### src/rtl/pdm_rx_ctrl.sv
// -----------------------------------------------------------------------------
// pdm_rx_ctrl
//
// Capture sequencer between the PDM decimation front-end and the uDMA RX
// channel. A start pulse latches the capture configuration and enables the
// front-end. The first cfg_discard_i samples (CIC warm-up) are dropped. The
// remaining samples are turned into 32-bit words and queued in a small FIFO
// toward the uDMA. Capture ends after cfg_num_samples_i kept samples, or on a
// stop pulse. The block then flushes and pulses done_o.
//
// Build option (macro PDM_RX_PACK_EN):
//   defined   : two 16-bit samples per word, first sample in [15:0], second in
//               [31:16]. A half-filled word is flushed with [31:16]=0 when the
//               capture ends.
//   undefined : one word per sample, laid out as {14'b0, ch_idx, sample}. There
//               is no partial-word flush.
//
// Parameters:
//   FIFO_DEPTH  output word FIFO entries (power of 2, >= 2)
//   CNT_WIDTH   width of the sample-count configuration and counter
//   DISC_WIDTH  width of the discard-count configuration
//
// Ports:
//   clk_i              clock
//   rstn_i             asynchronous active-low reset
//   cfg_start_i        start pulse; configuration latched on acceptance
//   cfg_stop_i         stop pulse
//   cfg_ch_mode_i      00=1ch, 01/10=2ch, 11=4ch
//   cfg_discard_i      number of samples dropped after enable
//   cfg_num_samples_i  number of samples to capture, 0 = continuous
//   pdm_en_o           front-end enable
//   pcm_data_i         PCM sample
//   pcm_valid_i        PCM sample strobe
//   pcm_ready_o        high outside IDLE (informational; front-end cannot stall)
//   data_o             word toward uDMA (0 while the FIFO is empty)
//   data_valid_o       FIFO not empty
//   data_ready_i       uDMA accepts the word
//   ch_idx_o           channel index of the last accepted sample
//   busy_o             sequencer not idle
//   done_o             one-cycle completion pulse
//   overflow_o         sticky word-drop flag
// -----------------------------------------------------------------------------
module pdm_rx_ctrl #(
    parameter int FIFO_DEPTH = 2,
    parameter int CNT_WIDTH  = 16,
    parameter int DISC_WIDTH = 8
) (
    input  logic                  clk_i,
    input  logic                  rstn_i,
    input  logic                  cfg_start_i,
    input  logic                  cfg_stop_i,
    input  logic [1:0]            cfg_ch_mode_i,
    input  logic [DISC_WIDTH-1:0] cfg_discard_i,
    input  logic [CNT_WIDTH-1:0]  cfg_num_samples_i,
    output logic                  pdm_en_o,
    input  logic [15:0]           pcm_data_i,
    input  logic                  pcm_valid_i,
    output logic                  pcm_ready_o,
    output logic [31:0]           data_o,
    output logic                  data_valid_o,
    input  logic                  data_ready_i,
    output logic [1:0]            ch_idx_o,
    output logic                  busy_o,
    output logic                  done_o,
    output logic                  overflow_o
);

    localparam int AW = (FIFO_DEPTH > 1) ? $clog2(FIFO_DEPTH) : 1;
    localparam logic [AW:0] FULL_CNT = (AW+1)'(FIFO_DEPTH);

    typedef enum logic [1:0] {
        IDLE   = 2'd0,
        SETTLE = 2'd1,
        RUN    = 2'd2,
        DRAIN  = 2'd3
    } state_e;

    state_e state_q, state_d;

    // Latched configuration and progress counters
    logic [1:0]            mode_q;
    logic [DISC_WIDTH-1:0] disc_cnt_q;
    logic [CNT_WIDTH-1:0]  num_q;
    logic [CNT_WIDTH-1:0]  smp_cnt_q;
    logic [CNT_WIDTH-1:0]  smp_cnt_inc;
    logic [1:0]            ch_next_q;
    logic [1:0]            ch_idx_q;
    logic [1:0]            ch_mask;
    logic                  overflow_q;

    // Word FIFO
    logic [31:0]           mem [FIFO_DEPTH];
    logic [AW-1:0]         wr_ptr_q, rd_ptr_q;
    logic [AW:0]           count_q;
    logic                  fifo_full;
    logic                  fifo_empty;
    logic                  pop;

    // Word producer
    logic                  push_req;
    logic                  push_ok;
    logic [31:0]           push_word;
    logic                  pack_pending;

    // Decoded events
    logic                  start_acc;
    logic                  sample_in;
    logic                  run_sample;
    logic                  last_discard;
    logic                  count_hit;
    logic                  drain_empty;

    assign start_acc    = (state_q == IDLE) && cfg_start_i;
    assign sample_in    = pcm_valid_i && ((state_q == SETTLE) || (state_q == RUN));
    assign run_sample   = pcm_valid_i && (state_q == RUN);
    assign last_discard = pcm_valid_i && (state_q == SETTLE) &&
                          (disc_cnt_q == DISC_WIDTH'(1));
    assign smp_cnt_inc  = smp_cnt_q + 1'b1;
    assign count_hit    = run_sample && (num_q != '0) && (smp_cnt_inc == num_q);

    assign fifo_full    = (count_q == FULL_CNT);
    assign fifo_empty   = (count_q == '0);
    assign pop          = !fifo_empty && data_ready_i;
    // A pop in the same cycle frees a slot, so a push into a full FIFO
    // still lands when the uDMA takes a word at the same time.
    assign push_ok      = push_req && (!fifo_full || pop);
    assign drain_empty  = fifo_empty && !pack_pending;

    // The channel counter wraps at the number of interleaved channels.
    always_comb begin
        ch_mask = 2'd0;
        case (mode_q)
            2'b00:         ch_mask = 2'd0;
            2'b01, 2'b10:  ch_mask = 2'd1;
            default:       ch_mask = 2'd3;
        endcase
    end

    // ------------------------------------------------------------------
    // FSM: state register
    // ------------------------------------------------------------------
    always_ff @(posedge clk_i or negedge rstn_i) begin
        if (!rstn_i) begin
            state_q <= IDLE;
        end else begin
            state_q <= state_d;
        end
    end

    // ------------------------------------------------------------------
    // FSM: next-state logic
    // ------------------------------------------------------------------
    always_comb begin
        state_d = state_q;
        case (state_q)
            IDLE: begin
                if (start_acc) begin
                    state_d = (cfg_discard_i == '0) ? RUN : SETTLE;
                end
            end
            SETTLE: begin
                if (cfg_stop_i) begin
                    state_d = DRAIN;
                end else if (last_discard) begin
                    state_d = RUN;
                end
            end
            RUN: begin
                if (cfg_stop_i || count_hit) begin
                    state_d = DRAIN;
                end
            end
            DRAIN: begin
                if (drain_empty) begin
                    state_d = IDLE;
                end
            end
            default: state_d = IDLE;
        endcase
    end

    // ------------------------------------------------------------------
    // FSM: outputs
    // ------------------------------------------------------------------
    always_comb begin
        pdm_en_o    = 1'b0;
        busy_o      = 1'b0;
        pcm_ready_o = 1'b0;
        done_o      = 1'b0;
        case (state_q)
            SETTLE, RUN: begin
                pdm_en_o    = 1'b1;
                busy_o      = 1'b1;
                pcm_ready_o = 1'b1;
            end
            DRAIN: begin
                busy_o      = 1'b1;
                pcm_ready_o = 1'b1;
                done_o      = drain_empty;
            end
            default: begin
            end
        endcase
    end

    // ------------------------------------------------------------------
    // Configuration latch, discard / sample counters, channel tracking,
    // sticky overflow
    // ------------------------------------------------------------------
    always_ff @(posedge clk_i or negedge rstn_i) begin
        if (!rstn_i) begin
            mode_q     <= 2'b00;
            disc_cnt_q <= '0;
            num_q      <= '0;
            smp_cnt_q  <= '0;
            ch_next_q  <= 2'd0;
            ch_idx_q   <= 2'd0;
            overflow_q <= 1'b0;
        end else if (start_acc) begin
            mode_q     <= cfg_ch_mode_i;
            disc_cnt_q <= cfg_discard_i;
            num_q      <= cfg_num_samples_i;
            smp_cnt_q  <= '0;
            ch_next_q  <= 2'd0;
            ch_idx_q   <= 2'd0;
            overflow_q <= 1'b0;
        end else begin
            // Discarded samples still advance the channel index so that the
            // first kept sample carries its true channel position.
            if (sample_in) begin
                ch_idx_q  <= ch_next_q;
                ch_next_q <= (ch_next_q + 2'd1) & ch_mask;
            end
            if (pcm_valid_i && (state_q == SETTLE)) begin
                disc_cnt_q <= disc_cnt_q - 1'b1;
            end
            if (run_sample) begin
                smp_cnt_q <= smp_cnt_inc;
            end
            if (push_req && !push_ok && (state_q == RUN)) begin
                overflow_q <= 1'b1;
            end
        end
    end

`ifdef PDM_RX_PACK_EN
    logic        pack_half_q;
    logic [15:0] pack_lo_q;

    assign pack_pending = pack_half_q;

    // Even samples wait in pack_lo_q; odd samples complete the word. In
    // DRAIN a waiting half word goes out with a zero upper half.
    always_comb begin
        push_req  = 1'b0;
        push_word = 32'h0;
        if (run_sample && pack_half_q) begin
            push_req  = 1'b1;
            push_word = {pcm_data_i, pack_lo_q};
        end else if ((state_q == DRAIN) && pack_half_q) begin
            push_req  = 1'b1;
            push_word = {16'h0000, pack_lo_q};
        end
    end

    always_ff @(posedge clk_i or negedge rstn_i) begin
        if (!rstn_i) begin
            pack_half_q <= 1'b0;
            pack_lo_q   <= 16'h0000;
        end else if (start_acc) begin
            pack_half_q <= 1'b0;
            pack_lo_q   <= 16'h0000;
        end else if (run_sample) begin
            if (!pack_half_q) begin
                pack_lo_q   <= pcm_data_i;
                pack_half_q <= 1'b1;
            end else begin
                // Word is pushed or dropped; either way the pair is done.
                pack_half_q <= 1'b0;
            end
        end else if ((state_q == DRAIN) && pack_half_q && push_ok) begin
            pack_half_q <= 1'b0;
        end
    end
`else
    assign pack_pending = 1'b0;

    // One word per sample, tagged with the channel index of that sample.
    always_comb begin
        push_req  = 1'b0;
        push_word = 32'h0;
        if (run_sample) begin
            push_req  = 1'b1;
            push_word = {14'b0, ch_next_q, pcm_data_i};
        end
    end
`endif

    // ------------------------------------------------------------------
    // Word FIFO pointers and occupancy
    // ------------------------------------------------------------------
    always_ff @(posedge clk_i or negedge rstn_i) begin
        if (!rstn_i) begin
            wr_ptr_q <= '0;
            rd_ptr_q <= '0;
            count_q  <= '0;
        end else begin
            if (push_ok) begin
                wr_ptr_q <= wr_ptr_q + 1'b1;
            end
            if (pop) begin
                rd_ptr_q <= rd_ptr_q + 1'b1;
            end
            case ({push_ok, pop})
                2'b10:   count_q <= count_q + 1'b1;
                2'b01:   count_q <= count_q - 1'b1;
                default: count_q <= count_q;
            endcase
        end
    end

    // Storage needs no reset: data_o is masked while the FIFO is empty.
    always_ff @(posedge clk_i) begin
        if (push_ok) begin
            mem[wr_ptr_q] <= push_word;
        end
    end

    assign data_valid_o = !fifo_empty;
    assign data_o       = fifo_empty ? 32'h0 : mem[rd_ptr_q];
    assign ch_idx_o     = ch_idx_q;
    assign overflow_o   = overflow_q;

endmodule

### config.mk
export PLATFORM = sky130hd
export DESIGN_NAME = pdm_rx_ctrl
export DESIGN_NICKNAME = d
export VERILOG_FILES = /design/src/rtl/pdm_rx_ctrl.sv
export SDC_FILE = /design/constraint.sdc
export NUM_CORES = 1
export LEC_CHECK = 0
export BUFFER_PORTS_ARGS = -buffer_cell sky130_fd_sc_hd__clkbuf_2
export CORE_UTILIZATION = 35
export CTS_CLUSTER_SIZE = 14
export DETAILED_ROUTE_END_ITERATION = 12
export GPL_ROUTABILITY_DRIVEN = 1
export REMOVE_ABC_BUFFERS = 1
export SYNTH_ARGS = -nofsm -noshare
export SYNTH_HDL_FRONTEND = slang
export SYNTH_SLANG_ARGS = --single-unit
### constraint.sdc
create_clock -name clk_i -period 4.19 [get_ports clk_i]
set_clock_uncertainty 0.2 [all_clocks]
set_input_delay 0 -clock clk_i [delete_from_list [all_inputs] [get_ports clk_i]]
set_output_delay 0 -clock clk_i [all_outputs]
set_load 0.005 [all_outputs]
==> reports/results.tsv <==
stage	metric	value	unit
routing	Initial DRT Pass Iterations	4	
global_routing	grt ovf	0	
global_routing	initial antenna violation count	0	
finish	Final nets	640	
worst_setup_path	CP delay by family, top	simple AND/OR/NAND/NOR gates	
synthesis	post-synthesis cell type count	46	
synthesis	register area share after synthesis	0.511	
finish	commonest non-fill, non-tap cell in the layout	nand2_1	
worst_setup_path	Critical Path Start	smp_cnt_q[0]$_DFFE_PN0P_	
worst_setup_path	most used cell, CP	nand4_1	
run	Max-Cap Viols	0	
global_routing	largest net degree at the start of global routing	56	
clock_tree	H-tree depth	3	
synthesis	ys flop type	dfrtp_1	
run_status	run status	finished clean	
worst_setup_path	Worst Path Arrival	2.81	ns
synthesis	Seq cells post-synth	89	
clock_tree	CTS max path bufs	2	
finish	Area Growth Syn to Fin	25.7	%
worst_setup_path	reg2reg path depth	8	
synthesis	Post-synth EDFFs	36	
floorplanning	core region area	13200	um^2
worst_setup_path	Startpoint Class	register	
routing	post-route ant nets	0	
pwr	maximum vdd ir drop	0.000214	V
worst_setup_path	Worst setup EP type	register	
placement	number of port buffers	73	
routing	Via-to-Cell Ratio	4.75	
finish	layout cells sized above 1	0.179	
timing	RSZ-0062 raised after global routing	false	
timing	Fmax	360	MHz
clock_tree	CTS tree	done	
finish	Design Area, Final	5930	um^2
timing	Final period util	0.663	
worst_setup_path	worst endpoint required time	4.22	ns
placement	placer congestion estimate	0.905	
worst_setup_path	CP max stage cell	dfrtp_1	
routing	number of DRC markers in iteration 0	208	
synthesis	Cell Area, Synth	4710	um^2
worst_setup_path	Setup crit end	state_q[1]$_DFFE_PN0P_	
floorplanning	FP Rows	42	
clock_tree	worst skew pair latency	0.35	ns
clock_tree	Num CTS Buffers	9	
routing	drt wl/cell	13.8	um
worst_setup_path	WP depth	8	
timing	Worst Tran Pin Value	1.10	ns
synthesis	Gate Count Post-Synth	473	
timing	Final Hold Vio Count	0	
clock_tree	CTS Hold Bufs	47	
worst_setup_path	Critical R2R Launch	smp_cnt_q[0]$_DFFE_PN0P_	
placement	cell area after placement	5170	um^2
worst_setup_path	Max stage delay on crit path	0.47	ns
routing	DRC	0	
min_path	Hold Path Stages	5	
timing	Slew Viols, Final	0	
floorplanning	Initial Util	0.357	
floorplanning	total die area	13900	um^2
worst_setup_path	worst reg-to-reg setup slack	1.41	ns
clock_tree	clock sink total	89	
floorplanning	Ports	88	
worst_setup_path	critical-path cell list	ha_1 > nand4_1 > nor4_1 > xnor2_1 > nand4_1 > nor4_2 > a31oi_2 > mux2_1	
clock_tree	post-CTS setup buffers	0	
worst_setup_path	Max FO, Critical Path	6	
pwr	P_leak	2.63	nW
synthesis	Synth async-reset ratio	0.596	
finish	most frequent cells in the layout	nand2_1 (81), clkbuf_2 (73), dfrtp_1 (53), nor2_1 (47), dlygate4sd3_1 (47)	
routing	Total Wirelength	10.6	mm
global_routing	GRT Overall Usage	0.163	
routing	DR vias	3629	
global_routing	vias in the first global route	3657	
clock_tree	CTS clock-pin slew for the worst setup and hold paths	0.06	ns
timing	Max-slew headroom	0.266	
pwr	Cell Pwr Density	564	nW/um^2
finish	post-layout util	0.449	
finish	ant diodes	0	
worst_setup_path	FF-to-FF End	state_q[1]$_DFFE_PN0P_	
worst_setup_path	crit path buf inv count	0	
timing	total negative slack	0	ns
synthesis	yosys warns	0	
min_path	worst min-delay path category	primary input to register	
timing	post-route minimum period	2.78	ns
global_routing	first-pass GRT wire length	17.8	mm
floorplanning	DIE WIDTH	118	um
worst_setup_path	WS Path Type	register to register	
floorplanning	Die H	118	um
clock_tree	Post-CTS Resized	0	
placement	Final HPWL DP	7.29	mm
clock_tree	clock root buffer master	clkbuf_16	
synthesis	average size of a mapped cell	9.96	um^2
timing	final number of setup-violating endpoints	0	
through the flow:
stage	hold WS [ns]	worst slack, ns	total power [mW]	instances
after floorplan	-0.496	1.32	2.12	446
after global placement	-0.0239	1.53	2.54	701
after detailed placement	-0.0241	1.44	2.57	701
after CTS	0.105	1.42	3.39	764
after global routing	0.151	1.27	3.59	764
final	0.108	1.41	3.34	764
layer usage:
metal  part of all wire  vias to the layer above  GRT usage  wire length (um)
li1                   -                     1808          -                 -
met1               0.46                     1715      0.204              4850
met2               0.47                       90      0.268              5020
met3              0.050                       16     0.0373               532
met4              0.017                        0     0.0681               176
met5                  0                        -          0                 0
layout make-up:
cell class | instances | area (um^2)
Inverter | 11 | 41.3
Clock inverter | 7 | 58.8
Multi-Input combinational cell | 346 | 2090
Fill cell | 1268 | 7260
Sequential cell | 89 | 2410
Tap cell | 176 | 220
Timing Repair Buffer | 126 | 881
Clock buffer | 9 | 225
where the power goes:
part	internal, mW	switching (mW)
registers	1.13	0.248
logic	0.548	0.644
clock network	0.412	0.362
total	2.09	1.25
Yosys cell counts (all sizes together) (4+ instances only):
library cell,n,area (um^2)
nand2,81,304
dfrtp,53,1330
nor2,47,176
edfxtp,36,1080
xnor2,25,219
buf,22,155
xor2,22,200
and3,18,113
clkbuf,18,67.6
mux2i,18,180
nor3,17,90.1
nand3,16,85.1
o21ai,15,75.1
nor4,13,100
a21oi,11,55.1
inv,10,37.5
ha,9,113
nand4,7,58.8
and2,4,25.0
mux2,4,45.0
logic make-up after synthesis:
| logic type | after synthesis | synth area share |
|---|---|---|
| AOI/OAI and AO/OA | 36 | 0.0473 |
| xor gates and xnor gates | 47 | 0.0889 |
| adders and majority gates | 9 | 0.0239 |
| buffers and inverters | 51 | 0.0560 |
| DFF | 89 | 0.511 |
| muxes | 22 | 0.0478 |
| other | 1 | 0.000796 |
| and+or+nand+nor | 218 | 0.225 |
registers in the layout, indices dropped and copies added, names as in the netlist:
| name | flops |
|---|---|
| state_q | 2 |
| num_q | 16 |
| disc_cnt_q | 8 |
| smp_cnt_q | 16 |
| mem | 36 |
| ch_next_q | 2 |
| mode_q | 2 |
| wr_ptr_q | 1 |
| count_q | 2 |
| overflow_o | 1 |
| rd_ptr_q | 1 |
| ch_idx_o | 2 |
tightest hold or removal path: stages:
cell and delay [ns]:
clkbuf_2 0.09, o2bb2ai_1 0.08, nor3_1 0.18, a31oi_2 0.08, mux2_1 0.20
how the worst min path moves through the flow:
stage / start / to / slack [ns]
floorplan: rstn_i / ch_idx_o[0]$_DFFE_PN0P_ / -0.50
global placement: rstn_i / num_q[14]$_DFFE_PN0P_ / -0.02
detailed placement: rstn_i / num_q[13]$_DFFE_PN0P_ / -0.02
CTS: cfg_start_i / state_q[0]$_DFFE_PN0P_ / 0.10
global route: cfg_start_i / state_q[0]$_DFFE_PN0P_ / 0.15
finish: cfg_start_i / state_q[0]$_DFFE_PN0P_ / 0.11
Power figures use the tool's default switching activity.
